--- src/rtl/hex_display_scheduler.sv ---
// hex_display_scheduler: multiplexed 7-segment scanner with shadow/active digit registers, frame-atomic commit, blanking gap and 16-level brightness
// Ports:
//   Clk, reset_n            clock and asynchronous active-low reset
//   enable                  1 = scan, 0 = blank and idle
//   brightness[3:0]         digit lit for brightness+1 of 16 slots
//   wr_valid/wr_ready       shadow write handshake (wr_digit, wr_data, wr_dp)
//   commit                  request shadow-to-active transfer at next frame start
//   SEG_SEL[DIGITS-1:0]     one-hot digit enable, active-high
//   HEX_OUT[7:0]            {dp_n, seg[6:0]} active-low
//   frame_start             one-cycle pulse as digit 0 enters its blanking gap
module hex_display_scheduler #(
    parameter int DIGITS       = 3,
    parameter int SLOT_CYCLES  = 2048,
    parameter int BLANK_CYCLES = 64
) (
    input  logic              Clk,
    input  logic              reset_n,
    input  logic              enable,
    input  logic [3:0]        brightness,
    input  logic              wr_valid,
    output logic              wr_ready,
    input  logic [1:0]        wr_digit,
    input  logic [3:0]        wr_data,
    input  logic              wr_dp,
    input  logic              commit,
    output logic [DIGITS-1:0] SEG_SEL,
    output logic [7:0]        HEX_OUT,
    output logic              frame_start
);
    localparam int WIN = 16 * SLOT_CYCLES;
    localparam int CW  = $clog2(WIN + BLANK_CYCLES + 1);
    localparam int IW  = (DIGITS > 1) ? $clog2(DIGITS) : 1;

    typedef enum logic [1:0] {IDLE, BLANK, ON, OFF} state_t;

    state_t        st, st_n;
    logic [CW-1:0] cnt, cnt_n, on_last;
    logic [IW-1:0] idx, idx_n, idx_inc;
    logic [3:0]    bri;
    logic          pending, xfer, blank_done, win_done;
    logic [3:0]    shadow [DIGITS];
    logic          shadow_dp [DIGITS];
    logic [3:0]    act [DIGITS];
    logic          act_dp [DIGITS];

    function automatic logic [6:0] hexdriver(input logic [3:0] v);
        case (v)
            4'h0: hexdriver = 7'h40;
            4'h1: hexdriver = 7'h79;
            4'h2: hexdriver = 7'h24;
            4'h3: hexdriver = 7'h30;
            4'h4: hexdriver = 7'h19;
            4'h5: hexdriver = 7'h12;
            4'h6: hexdriver = 7'h02;
            4'h7: hexdriver = 7'h78;
            4'h8: hexdriver = 7'h00;
            4'h9: hexdriver = 7'h10;
            4'hA: hexdriver = 7'h08;
            4'hB: hexdriver = 7'h03;
            4'hC: hexdriver = 7'h46;
            4'hD: hexdriver = 7'h21;
            4'hE: hexdriver = 7'h06;
            default: hexdriver = 7'h0E;
        endcase
    endfunction

    // one counter spans the whole ON+OFF window; ON ends at on_last, the window at WIN-1
    assign on_last    = CW'((32'(bri) + 1) * SLOT_CYCLES - 1);
    assign win_done   = cnt == CW'(WIN - 1);
    assign blank_done = cnt == CW'(BLANK_CYCLES - 1);
    assign idx_inc    = (idx == IW'(DIGITS - 1)) ? '0 : idx + 1'b1;
    assign wr_ready   = ~pending;

    always_comb begin
        st_n  = st;
        cnt_n = cnt + 1'b1;
        idx_n = idx;
        case (st)
            IDLE:    st_n = enable ? BLANK : IDLE;
            BLANK:   st_n = blank_done ? ON : BLANK;
            ON:      st_n = win_done ? BLANK : (cnt == on_last) ? OFF : ON;
            default: st_n = win_done ? BLANK : OFF;
        endcase
        if (st == IDLE || (st == BLANK && blank_done)) cnt_n = '0;
        if ((st == ON || st == OFF) && win_done) begin
            cnt_n = '0;
            idx_n = idx_inc;
        end
        if (!enable || st == IDLE) idx_n = '0;
        if (!enable) begin
            st_n  = IDLE;
            cnt_n = '0;
        end
    end

    // transfer only on the edge that starts a frame, or immediately when not scanning
    assign xfer = pending && (st == IDLE || !enable || (st_n == BLANK && idx_n == '0 && st != BLANK));

    always_ff @(posedge Clk or negedge reset_n) begin
        if (!reset_n) begin
            st          <= IDLE;
            cnt         <= '0;
            idx         <= '0;
            bri         <= '0;
            pending     <= 1'b0;
            SEG_SEL     <= '0;
            HEX_OUT     <= 8'hFF;
            frame_start <= 1'b0;
        end else begin
            st          <= st_n;
            cnt         <= cnt_n;
            idx         <= idx_n;
            bri         <= (st == BLANK && blank_done) ? brightness : bri;
            pending     <= xfer ? 1'b0 : pending | commit;
            SEG_SEL     <= (st == ON) ? DIGITS'(1) << idx : '0;
            HEX_OUT     <= (st == ON) ? {~act_dp[idx], hexdriver(act[idx])} : 8'hFF;
            frame_start <= st == BLANK && cnt == '0 && idx == '0;
        end
    end

    // writes need ~pending and transfers need pending, so they never collide
    always_ff @(posedge Clk or negedge reset_n) begin
        if (!reset_n) begin
            for (int i = 0; i < DIGITS; i++) begin
                shadow[i]    <= '0;
                shadow_dp[i] <= 1'b0;
                act[i]       <= '0;
                act_dp[i]    <= 1'b0;
            end
        end else begin
            for (int i = 0; i < DIGITS; i++) begin
                if (wr_valid && wr_ready && wr_digit == 2'(i)) begin
                    shadow[i]    <= wr_data;
                    shadow_dp[i] <= wr_dp;
                end
                if (xfer) begin
                    act[i]    <= shadow[i];
                    act_dp[i] <= shadow_dp[i];
                end
            end
        end
    end
endmodule

--- config.mk ---
export PLATFORM = sky130hd
export DESIGN_NAME = hex_display_scheduler
export DESIGN_NICKNAME = d
export VERILOG_FILES = /design/src/rtl/hex_display_scheduler.sv
export SDC_FILE = /design/constraint.sdc
export NUM_CORES = 1
export LEC_CHECK = 0
export BUFFER_PORTS_ARGS = -buffer_cell sky130_fd_sc_hd__buf_2
export CORE_MARGIN = 1
export CORE_UTILIZATION = 55
export CTS_BUF_LIST = sky130_fd_sc_hd__clkbuf_8 sky130_fd_sc_hd__clkbuf_16
export DETAILED_ROUTE_END_ITERATION = 16
export GPL_TIMING_DRIVEN = 0
export PLACE_DENSITY = 0.82
export SLEW_MARGIN = 40
export SYNTH_ARGS = -nofsm -noshare
export SYNTH_HDL_FRONTEND = slang
export SYNTH_SLANG_ARGS = --single-unit
--- constraint.sdc ---
create_clock -name Clk -period 2.5 [get_ports Clk]
set_input_delay 0.5 -clock Clk [delete_from_list [all_inputs] [get_ports Clk]]
set_output_delay 0.5 -clock Clk [all_outputs]
set_load 0.05 [all_outputs]
## Word level (Yosys, flattened, before mapping)

Memories as Yosys holds them, arrays and structs flattened.
Index checks and enable logic that the tools add are counted.

- Memory bits (read-only): 112
- Register bits after elaboration: 67
- Memories: 1

Memories:

| name | words | bits a word | rd ports | clocked after Yosys merged registers in | write ports | RTL line | source |
|---|---|---|---|---|---|---|---|
| (name not given) | 16 | 7 | 1 | 0 | 0 | 47 | `case (v)` |

- Multiplexer cells: 21
- Bitwise gates (word level): 4
- $lt $le $gt $ge: 1
- Reductions and logical operators: 21
- Equality and inequality tests: 11
- Shift-type cells: 1
- $add $sub $neg: 4

Operators by type and width:

| kind | count |
|---|---|
| $mux W16 | 3 |
| $add A16 B1 Y16 const B | 1 |
| $eq A16 B15 Y1 const B | 1 |
| $eq A16 B16 Y1 | 1 |
| $eq A16 B6 Y1 const B | 1 |
| $logic_not A16 Y1 | 1 |
| $sub A16 B1 Y16 const B | 1 |
| $mux W2 | 7 |
| $logic_and A1 B1 Y1 | 11 |
| $bmux W4 S2 | 1 |
| $eq A2 B2 Y1 const B | 4 |
| $logic_not A2 Y1 | 4 |
| $mux W4 | 2 |
| $mux W8 | 1 |
| $eq A2 B1 Y1 const B | 3 |
| $pmux W2 S3 | 1 |
| $add A4 B1 Y5 const B | 1 |
| $logic_or A1 B1 Y1 | 4 |
| $mux W1 | 4 |
| $ge A3 B3 Y1 const B | 1 |
| $mux W3 | 1 |
| $not A2 Y3 | 1 |
| $shl A1 B2 Y3 const A | 1 |
| $add A2 B1 Y2 const B | 1 |
| 5 further kinds | 6 |

## Logic depth before layout (Yosys ltp)

- Depth after elaboration: 13
- Gate-level depth with buffers: 9

## Worst setup path after synthesis

No wires, ideal clock.

- Path type: reg-to-reg
- From: reg cnt[0]
- To: reg act[10] (netlist name)
- Setup slack: 0.481 ns
- Cell stages (with the launch flop): 9
- Library setup time: 0.125 ns
- Data arrival time: 1.894 ns
- Buffers on the path: 2
- Path through: dfrtp_1 > ha_1 > nand4_1 > or2_1 > buf_6 > nor4_4 > o21ai_2 > buf_6 > mux2_4

- Longest elaborated chain between the ends: 10
- Elaborated cells on any way between the ends: 18
- Classes of those cells: eq/ne: 4; mux: 8; reduce/logical: 6

Ends and longest elaborated chain:

| what | RTL line | source |
|---|---|---|
| start, declared | 37 | `logic [CW-1:0] cnt, cnt_n, on_last;` |
| start signal, assigned | 111 | `cnt <= cnt_n;` |
| $eq A16 B16 Y1 | 81 | `ON: st_n = win_done ? BLANK : (cnt == on_last) ? OFF : ON;` |
| $mux W1 | 81 |  |
| $mux W2 | 81 |  |
| $pmux W2 S3 | 78 | `case (st)` |
| $mux W2 | 90 | `if (!enable) begin` |
| $eq A2 B1 Y1 | 97 | `assign xfer = pending && (st == IDLE \|\| !enable \|\| (st_n == BLANK && idx_n == '0 && st != BLANK));` |
| $logic_and A1 B1 Y1 * (2 in series) | 97 |  |
| $logic_or A1 B1 Y1 * | 97 |  |
| $logic_and A1 B1 Y1 * | 97 |  |
| end signal, assigned by index | 137 | `act[i] <= shadow[i];` |
| end, declared | 43 | `logic [3:0] act [DIGITS];` |

Every way passes the cells marked *; elsewhere a longest branch is shown, timed or not.
A chain may end at the register's enable or synchronous reset.

## Worst setup path after layout

Ends and elaborated chain as after synthesis.

==> impl_results.md <==
* Status: finished, final reports clean
* Synth top area cells: dfrtp_1 (44%), mux2_2 (8.0%), dfstp_2 (6.2%), mux2_4 (4.5%), ha_1 (3.7%)
* Core Area at 5920 um2
* Worst stage delay on the critical path at 0.43 ns
* Reg-to-reg slack, setup at roughly 0.23 ns
* Fmax at between 400 and 500 MHz
* EDFF count, synth at 0
* WP depth at 8
* Post-CTS Setup Bufs at 0
* Number of global-route vias before repair at between 2000 and 2500
* First drt pass iteration count at 4
* Worst r2r src: cnt[0]
* Largest area contributor in the synthesized netlist: dfrtp_1
* Slew HR at 0.551
* Via count at roughly 2400
* Final setup TNS at 0 ns
* # DRC at 0
* Synth top area share at 0.438
* Peak VDD IR at 0.000547 V
* Clock Tree Buf Depth at 2
* PD cells at between 700 and 800 nW/um2
* Type of the tightest min-delay check: in2async
* Final Setup Violations at 0
* Cell family with most CP delay: simple AND/OR/NAND/NOR gates
* Pin count of the biggest net entering global routing at 44
* Die Y at between 80 and 90 um
* Cell Area, Synth at 3370 um2
* Fill count at 472
* CP dominant cell by count: buf_6
* Layout cells sized above 1 at 0.294
* CP endpoint kind: flip-flop
* CTS tree: done
* Gate Count Post-Synth at roughly 300
* Commonest non-fill, non-tap cell in the layout: dfrtp_1
* Clock latency on the worst-skew pair at 0.34 ns
* Via density at about 5.7
* RR Endpoint: act[10]
* ANT nets after route at 0
* Dpl ws at roughly 0.24 ns
* Hold Violations, Final at 0
* Leakage at between 1.5 and 2 nW
* Final WS setup at approximately 0.23 ns
* Total GRT Usage at 0.228
* FF-to-FF path depth at 8
* Port bufs at 28
* Warnings from Yosys at 0
* FFs w/ async S/R, synth at 1.00
* Largest fanout on the critical path at 10
* Distinct cells, synth at 50
* Clock Pin Slew Worst Setup and Hold Paths at ~0.070 ns
* Drt wl/cell at around 15 um
* Final slew viol count at 0
* Slew at the pin closest to its max-slew limit at 0.668 ns
* Finished Core Util at 0.647
* Multi-input gate area at 1590 um2
* Post_cts resized at 0
* Register Area at ~1700 um2
* Final WL at about 6300 um
* GPL Wtd Cong at between 0.8 and 0.9
* Initial core utilization at 0.570
* CP max-delay cell: dfrtp_1
* Row cnt at 28
* Die area at 6450 um2
* # diodes at 0
* Initial antenna violation count at 0
* Maxcap violations at 0
* CP cell instances: ha_1 -> nand4_1 -> or2_1 -> buf_6 -> nor4_4 -> o21ai_2 -> buf_6 -> mux2_4
* Ys flop type: dfrtp_1
* Root buf cell: clkbuf_8
* Worst setup SP type: flip-flop
* Crit path time final at 2.27 ns
* Final period util at 0.907
* I/O Pins at 29
* Detailed Place HPWL at ~4500 um
* Worst EP arrival at about 2.5 ns
* Total CTS buffers at 9
* Global-route wire length before repair at between 10000 and 15000 um
* Total gr overflow at 0
* Crit path required time at approximately 2.7 ns
* # hold bufs at CTS at 0
* Synth Register Bits at 67
* Net count after synthesis at between 300 and 400
* RSZ-0062 raised after global routing: no
* Nets at about 370
* Die width at approximately 80 um
* Clock Skews at approximately 0.0066 ns
* Clock sink total at 67
* Commonest non-fill, non-tap cells in the layout: dfrtp_1 (59), nor2_1 (30), buf_2 (29)
* Sequential-to-total area share from yosys stat at 0.500
* H-tree levels at 3
* Area Growth Syn to Fin at 13.6%
* Synth Area per Inst at roughly 11 um2
* CP Class: reg2reg
* Worst Path Buf+Inv at 2
* DR iter-0 viols at between 200 and 250
-- worst max-delay path by stage --
stage                 from    endpoint  slack (ns)
finish              cnt[0]     act[10]        0.23
global placement    cnt[0]   act_dp[0]        0.29
global route        idx[0]  HEX_OUT[6]        0.05
CTS                 cnt[0]     act[10]        0.22
detailed placement  cnt[0]   act_dp[2]        0.24
floorplan           cnt[0]     act[10]        0.48
-- per-layer routing --
metal	part of all wire	wire, um	global-route usage
met1	0.46	2870	0.310
met2	0.50	3130	0.356
met3	0.033	207	0.0375
met4	0.015	97	0.107
met5	0	0	0
-- power by group --
group,switching (mW),internal (mW)
combinational,0.295,0.309
clock,0.426,0.458
sequential,0.105,1.26
total,0.826,2.02
-- kinds of logic (layout without fill, tap and decap cells) --
group                      count (synthesis)  in the layout  synth area share
muxes                                     43             43             0.151
xor gates and xnor gates                  18             18            0.0467
and+or+nand+nor                          102            102             0.161
DFF                                       67             67             0.500
adders and majority gates                 10             10            0.0371
buffers and inverters                     22             67            0.0308
AOI/OAI and AO/OA                         37             37            0.0734
-- cell type report --
type / count / share of cell area
Multi-Input combinational cell: 210 / 0.416
Clock inverter: 7 / 0.0180
Sequential cell: 67 / 0.440
Clock buffer: 9 / 0.0323
Inverter: 14 / 0.0137
Timing Repair Buffer: 29 / 0.0424
Tap cell: 75 / 0.0245
Buffer: 8 / 0.0134
-- worst register-to-register path, stage by stage, from the launching register on --
cell and delay (ns):
dfrtp_1 0.43, ha_1 0.27, nand4_1 0.15, or2_1 0.24
buf_6 0.14, nor4_4 0.26, o21ai_2 0.16, buf_6 0.21
mux2_4 0.31
-- metrics by stage --
stage | cells | power (mW) | hold slack, ns | instance area, um2
floorplan | 299 | 1.82 | 0.204 | 3370
global placement | 402 | 1.94 | 0.489 | 3610
detailed placement | 403 | 1.98 | 0.425 | 3630
CTS | 419 | 2.87 | 0.0505 | 3820
global route | 419 | 3.00 | 0.0725 | 3830
finish | 419 | 2.85 | 0.0560 | 3830
-- synthesized netlist by cell type, types with 2 or more instances --
cell	count
o211ai_1	2
o2bb2ai_1	2
o21ai_0	9
inv_1	14
nor3b_1	2
o31ai_1	4
nor4b_1	2
nand3_1	9
and3_1	3
or4_1	2
nor2_1	30
clkbuf_1	3
dfrtp_1	59
or2_2	3
ha_1	10
buf_2	2
a21boi_0	2
or3_1	2
a2bb2oi_1	2
nor4_1	2
nor3_1	6
o221ai_1	2
a31oi_1	3
nor2b_1	4
mux2_4	10
nand4_1	2
a21oi_1	5
dfstp_2	8
nand2b_1	4
xor2_1	6
nand2_1	23
xnor2_1	12
mux2_2	24
buf_6	2
mux2i_1	9
-- sequential cells by signal, indices dropped and copies added, names as in the netlist, 3 cells and up --
| name | flops |
|---|---|
| act | 12 |
| bri | 4 |
| cnt | 16 |
| HEX_OUT | 8 |
| act_dp | 3 |
| shadow_dp | 3 |
| SEG_SEL | 3 |
| shadow | 12 |
No activity file was read; power rests on OpenSTA's default activity.
